[src/rtl/mem_arbiter.sv]
// Two-port arbiter in front of a single-port unified memory. Data accesses win
// over instruction fetches. Each access holds the memory for LATENCY cycles,
// then pulses the owner's done for one cycle with the read data captured.
module mem_arbiter #(
   parameter int unsigned LATENCY = 4
) (
   input  logic        clk,
   input  logic        rst,
   input  logic        if_req,
   input  logic [15:0] if_addr,
   output logic [15:0] if_rdata,
   output logic        if_done,
   output logic        if_stall,
   input  logic        dm_re,
   input  logic        dm_we,
   input  logic [15:0] dm_addr,
   input  logic [15:0] dm_wdata,
   output logic [15:0] dm_rdata,
   output logic        dm_done,
   output logic        dm_stall,
   output logic [15:0] mem_addr,
   output logic [15:0] mem_wdata,
   output logic        mem_re,
   output logic        mem_we,
   input  logic [15:0] mem_rdata
);

   typedef enum logic [1:0] {StIdle, StBusyIf, StBusyDm} state_e;

   localparam logic [3:0] LastCnt = 4'(LATENCY - 1);

   state_e      r_state;
   logic [3:0]  r_cnt;
   logic        r_owner_dm;   // grant owner: 1 = data port, 0 = fetch port
   logic        r_write;      // latched op of the current data access
   logic [15:0] r_mem_addr;
   logic [15:0] r_mem_wdata;
   logic        r_mem_re;
   logic        r_mem_we;
   logic        r_if_done;
   logic        r_dm_done;
   logic [15:0] r_if_rdata;
   logic [15:0] r_dm_rdata;

   logic        w_done_q;
   logic        w_dm_req;

   assign w_done_q = r_if_done | r_dm_done;
   assign w_dm_req = dm_re | dm_we;

   // Arbitration FSM; memory-side outputs are registered alongside the state.
   always_ff @(posedge clk or posedge rst) begin
      if (rst) begin
         r_state     <= StIdle;
         r_cnt       <= 4'd0;
         r_owner_dm  <= 1'b0;
         r_write     <= 1'b0;
         r_mem_addr  <= 16'd0;
         r_mem_wdata <= 16'd0;
         r_mem_re    <= 1'b0;
         r_mem_we    <= 1'b0;
         r_if_done   <= 1'b0;
         r_dm_done   <= 1'b0;
         r_if_rdata  <= 16'd0;
         r_dm_rdata  <= 16'd0;
      end else begin
         r_if_done <= 1'b0;
         r_dm_done <= 1'b0;
         case (r_state)
            StIdle: begin
               // A request still held during its own done cycle must not re-grant.
               if (!w_done_q) begin
                  if (w_dm_req) begin
                     r_state     <= StBusyDm;
                     r_owner_dm  <= 1'b1;
                     r_write     <= dm_we;
                     r_cnt       <= 4'd0;
                     r_mem_addr  <= dm_addr;
                     r_mem_wdata <= dm_wdata;
                     r_mem_re    <= ~dm_we;
                     r_mem_we    <= dm_we && (LastCnt == 4'd0);
                  end else if (if_req) begin
                     r_state     <= StBusyIf;
                     r_owner_dm  <= 1'b0;
                     r_write     <= 1'b0;
                     r_cnt       <= 4'd0;
                     r_mem_addr  <= if_addr;
                     r_mem_wdata <= 16'd0;
                     r_mem_re    <= 1'b1;
                     r_mem_we    <= 1'b0;
                  end
               end
            end
            StBusyIf, StBusyDm: begin
               if (r_cnt == LastCnt) begin
                  if (r_owner_dm) begin
                     r_dm_rdata <= mem_rdata;
                     r_dm_done  <= 1'b1;
                  end else begin
                     r_if_rdata <= mem_rdata;
                     r_if_done  <= 1'b1;
                  end
                  r_state     <= StIdle;
                  r_cnt       <= 4'd0;
                  r_mem_addr  <= 16'd0;
                  r_mem_wdata <= 16'd0;
                  r_mem_re    <= 1'b0;
                  r_mem_we    <= 1'b0;
               end else begin
                  r_cnt    <= r_cnt + 4'd1;
                  // Single write strobe lands on the final access cycle.
                  r_mem_we <= r_write && ((r_cnt + 4'd1) == LastCnt);
               end
            end
            default: r_state <= StIdle;
         endcase
      end
   end

   assign mem_addr  = r_mem_addr;
   assign mem_wdata = r_mem_wdata;
   assign mem_re    = r_mem_re;
   assign mem_we    = r_mem_we;
   assign if_rdata  = r_if_rdata;
   assign dm_rdata  = r_dm_rdata;
   assign if_done   = r_if_done;
   assign dm_done   = r_dm_done;
   assign if_stall  = if_req & ~r_if_done;
   assign dm_stall  = w_dm_req & ~r_dm_done;

endmodule

[config.mk]
export PLATFORM = sky130hd
export DESIGN_NAME = mem_arbiter
export DESIGN_NICKNAME = d
export VERILOG_FILES = /design/src/rtl/mem_arbiter.sv
export SDC_FILE = /design/constraint.sdc
export NUM_CORES = 1
export LEC_CHECK = 0
export CORE_MARGIN = 2
export CORE_UTILIZATION = 62
export DETAILED_ROUTE_END_ITERATION = 10
export DONT_BUFFER_PORTS = 1
export PLACE_DENSITY = 0.78
export SLEW_MARGIN = 40
export SYNTH_ARGS = -nofsm -noshare
export SYNTH_HDL_FRONTEND = slang
export SYNTH_SLANG_ARGS = --single-unit
[constraint.sdc]
create_clock -name clk -period 3.84 [get_ports clk]
set_clock_uncertainty 0.05 [all_clocks]
set_input_delay 1.152 -clock clk [delete_from_list [all_inputs] [get_ports clk]]
set_output_delay 1.152 -clock clk [all_outputs]
set_load 0.1 [all_outputs]
; ---- Word level (Yosys, flattened, before mapping)
; Index checks and enable logic that the tools add are counted.
[totals]
regBits = 76
in_bits = 69
output_inout_bits = 70
elab_cells = 77
[op_classes]
bitwise = 9
mux = 37
addsub = 1
reduce_logical = 11
n_eq_ne = 7
[ops]
columns = op, n
row1 = $mux 16, 7
row2 = $pmux 16 s2, 2
row3 = $mux 1, 16
row4 = $mux 4, 4
row5 = $reduce_and 3->1, 5
row6 = $eq 4x2->1 const B, 2
row7 = $mux 2, 4
row8 = $pmux 4 s2, 1
row9 = $not 1->1, 5
row10 = $add 4x1->4 const B, 1
row11 = $ne 2x2->1 const B, 2
row12 = $pmux 1 s2, 2
row13 = $pmux 2 s2, 1
row14 = $reduce_and 4->1, 1
row15 = $reduce_bool 2->1, 2
row16 = $ne 3x3->1 const B, 1
row17 = $and 1x1->1, 2
row18 = $eq 2x1->1 const B, 1
row19 = $eq 2x2->1 const B, 1
row20 = $logic_not 2->1, 1
row21 = $or 1x1->1, 2
row22 = $reduce_or 2->1, 1
row23 = $logic_and 1x1->1, 1

; ---- Depth between registers and ports, before layout
[depth]
depth_word = 5
ltp_mapped = 8

; ---- Worst setup path after synthesis
; Ideal clock, no wire load.
[synth_path]
kind = input to output
startpoint = in if_req
endpoint = out if_stall
stages = 2
t_required_ns = 2.638
arrival_ns = 2.735
n_path_buf = 1
slack_ns = -0.097
cell_sequence = clkbuf_1 nor2b_1
[synth_between]
elab_chain_cells = 1
[synth_rtl]
columns = element, line
row1 = from (decl), 9  ; input logic if_req,
row2 = $and 1x1->1, 128  ; assign if_stall = if_req & ~r_if_done;
row3 = to (decl), 13  ; output logic if_stall,
; No other way between the ends.

; ---- Final worst setup path
[layout_path]
startpoint = in dm_we
endpoint = out dm_stall
[layout_between]
elab_chain_cells = 2
[layout_rtl]
columns = element, line
row1 = from (decl), 15  ; input logic dm_we,
row2 = $or 1x1->1, 49  ; assign w_dm_req = dm_re | dm_we;
row3 = $and 1x1->1, 129  ; assign dm_stall = w_dm_req & ~r_dm_done;
row4 = to (decl), 20  ; output logic dm_stall,
; No other way between the ends.

==> results.sh <==
export IMPL_tightestPinTransition_ps=903
export IMPL_io_pins=139
export IMPL_ys_ff_latch=76
export IMPL_vias_per_cell=6.18
export IMPL_crit_path_top_delay_cell="nor2_1"
export IMPL_arrival_ps=1870
export IMPL_hp_class="flip-flop to flip-flop"
export IMPL_grt_max_degree=42
export IMPL_htreeDepth=3
export IMPL_antenna_found_initial=0
export IMPL_synth_top_flop_cell="dfrtp_1"
export IMPL_syn_area_per_cell_um2=11.7
export IMPL_cts_setup_buffers=0
export IMPL_root_buffer="clkbuf_8"
export IMPL_fp_dieH_um=77.4
export IMPL_overflow=0
export IMPL_clkTransAtPathRegs_ps=80
export IMPL_status="finished clean"
export IMPL_cts_hold_fix_buffers=0
export IMPL_maxCapViolations=0
export IMPL_syn_nets=357
export IMPL_slew_viol_final=0
export IMPL_synth_area_leaders="dfrtp_1, mux2_2, o21ai_0, a22o_1, nand2_1"
export IMPL_insertion_delay_ps=340
export IMPL_wire_per_inst_um=20.5
export IMPL_grt_busiest_layer="met2"
export IMPL_cp_required_ps=2640
export IMPL_grtUsageMet3_pct=9.07
export IMPL_setup_viol=0
export IMPL_rows=26
export IMPL_grt_use_met2_pct=41.6
export IMPL_synth_top_area_share_pct=57.0
export IMPL_cts_tree="done"
export IMPL_detail_route_first_pass_iterations=4
export IMPL_critPathBufInv=1
export IMPL_fillers=364
export IMPL_max_stage_delay_ps=410
export IMPL_final_layout_size_suffix_gt1_share_pct=43.7
export IMPL_critPathKind="primary input to output port"
export IMPL_period_needed_ps=3070
export IMPL_fmax_mhz=325
export IMPL_diodes=0
export IMPL_grt_pass1_vias=2409
export IMPL_drc_errors=0
export IMPL_yosys_warnings=0
export IMPL_multi_input_area_mm2=0.00133
export IMPL_gp_congestion=0.781
export IMPL_grtUsageMet1_pct=30.8
export IMPL_core_mm2=0.00514
export IMPL_synth_edf_count=0
export IMPL_area_growth_pct=11.3
export IMPL_end_kind="output port"
export IMPL_hold_viol_final=0
export IMPL_path_max_fanout=14
export IMPL_hpwlAfterDp_um=5030
export IMPL_drt_total_wl_um=7430
export IMPL_initial_utilization_pct=64.9
export IMPL_regArea_mm2=0.00198
export IMPL_grt_setup_unrepaired="false"
export IMPL_yosys_cell_types_count=38
export IMPL_vias=2243
export IMPL_nNetsFinal=360
export IMPL_io_buffers=0
export IMPL_ys_seq_area_share_pct=57.0
export IMPL_cts_resized=0
export IMPL_chipWidth_um=77.4
export IMPL_cts_num_sinks=76
export IMPL_clock_path_buffers=2
export IMPL_setup_tns_ps=0
export IMPL_relSlewSlack_pct=39.8
export IMPL_post_route_period_util_pct=80.0
export IMPL_startpoint_type="primary input"
export IMPL_syn_instance_count=285
export IMPL_yosys_area_top_type="dfrtp_1"
export IMPL_crit_path_cell_trace="nor2_1 > nor2_2 > buf_4"
export IMPL_critical_path_top_delay_family="simple AND/OR/NAND/NOR gates"
export IMPL_async_reset_ff_share_pct=100
export IMPL_ant_nets=0
export IMPL_dieArea_mm2=0.00598
export IMPL_numCtsBuffers=9
export IMPL_syn_cell_area_mm2=0.00334
export IMPL_grt_usage_pct=25.4
export IMPL_grt_first_pass_wirelength_um=11900
export IMPL_drtIter0Drc=159
-- cell usage after synthesis, types with 3 or more instances --
library cell	n
clkbuf_1	9
nor2_1	4
nor2b_1	12
a21oi_1	16
and3_1	8
mux2_2	32
nor3_1	3
nand2_1	28
buf_2	3
inv_1	7
a22o_1	18
dfrtp_1	76
nand3_1	3
o21ai_0	32
o2bb2ai_1	7
buf_6	3
ha_1	3
-- state kept, by name, summed over array words and instances (netlist names) --
signal	flops
dm_done	1
dm_rdata	16
if_done	1
if_rdata	16
mem_addr	16
mem_re	1
mem_wdata	16
mem_we	1
r_cnt	4
r_owner_dm	1
r_state	2
r_write	1
-- metrics by stage --
stage | instances | util (%) | setup WS, ps | cell area (um^2) | hold WS, ps
detailed placement | 347 | 67.5 | 794 | 3470 | 428
global route | 363 | 72.2 | 689 | 3710 | 491
floorplan | 285 | - | 160 | 3340 | 399
CTS | 363 | 71.4 | 738 | 3670 | 445
finish | 363 | 72.2 | 767 | 3710 | 454
global placement | 345 | 66.1 | 821 | 3400 | 418
-- placed cells by master, fill, tap and decap left out, types with 5 or more instances in the layout --
cell,n
and3_1,8
a22o_1,18
o2bb2ai_1,7
a21oi_1,16
clkbuf_8,10
inv_1,6
nor2b_1,11
o21ai_0,32
dfrtp_2,62
dfrtp_1,14
buf_4,5
mux2_2,32
nand2_1,28
-- cell families (layout without fill, tap and decap cells) --
logic type	after synthesis	in the layout	share of synthesized area, %
AOI/OAI and AO/OA	82	82	16.1
adders and majority gates	3	3	1.13
and+or+nand+nor	69	69	11.4
muxes	32	32	10.8
buffers and inverters	23	31	3.49
DFF	76	76	57.0
-- per-layer routing --
| metal | wire, um | vias to the layer above |
|---|---|---|
| met5 | 0 | - |
| met3 | 598 | 13 |
| met2 | 3730 | 90 |
| li1 | - | 1020 |
| met1 | 2970 | 1120 |
| met4 | 125 | 0 |
-- path summary, 6_finish.rpt --
path,startpoint,endpoint,slack (ps),cells past startpoint
max,dm_we,dm_stall,770,3
max in group asynchronous,rst,dm_done$_DFF_PP0_,2400,2
min,r_state[0]$_DFFE_PP0P_,r_state[0]$_DFFE_PP0P_,450,2
max reg2reg,r_state[0]$_DFFE_PP0P_,mem_addr[4]$_DFFE_PP0P_,1280,7
min reg2reg,r_state[0]$_DFFE_PP0P_,r_state[0]$_DFFE_PP0P_,450,2
min in group asynchronous,rst,dm_rdata[2]$_DFFE_PP0P_,700,1
-- tightest hold or removal path, stage by stage, from the launching register on --
cell and delay (ps):
dfrtp_1 360, nand2_1 50, o31ai_1 60
-- area by class of cell --
cell class | instances | share of cell area, %
sequential | 76 | 53.3
multi-input combinational | 186 | 35.7
clock inverter | 5 | 1.65
tap | 70 | 2.36
clock buffer | 11 | 3.81
timing repair buffer | 8 | 2.39
inverter | 7 | 0.741
Power is not shown: default switching activity piles up to over one toggle a cycle in this logic, so the estimate is an artifact.
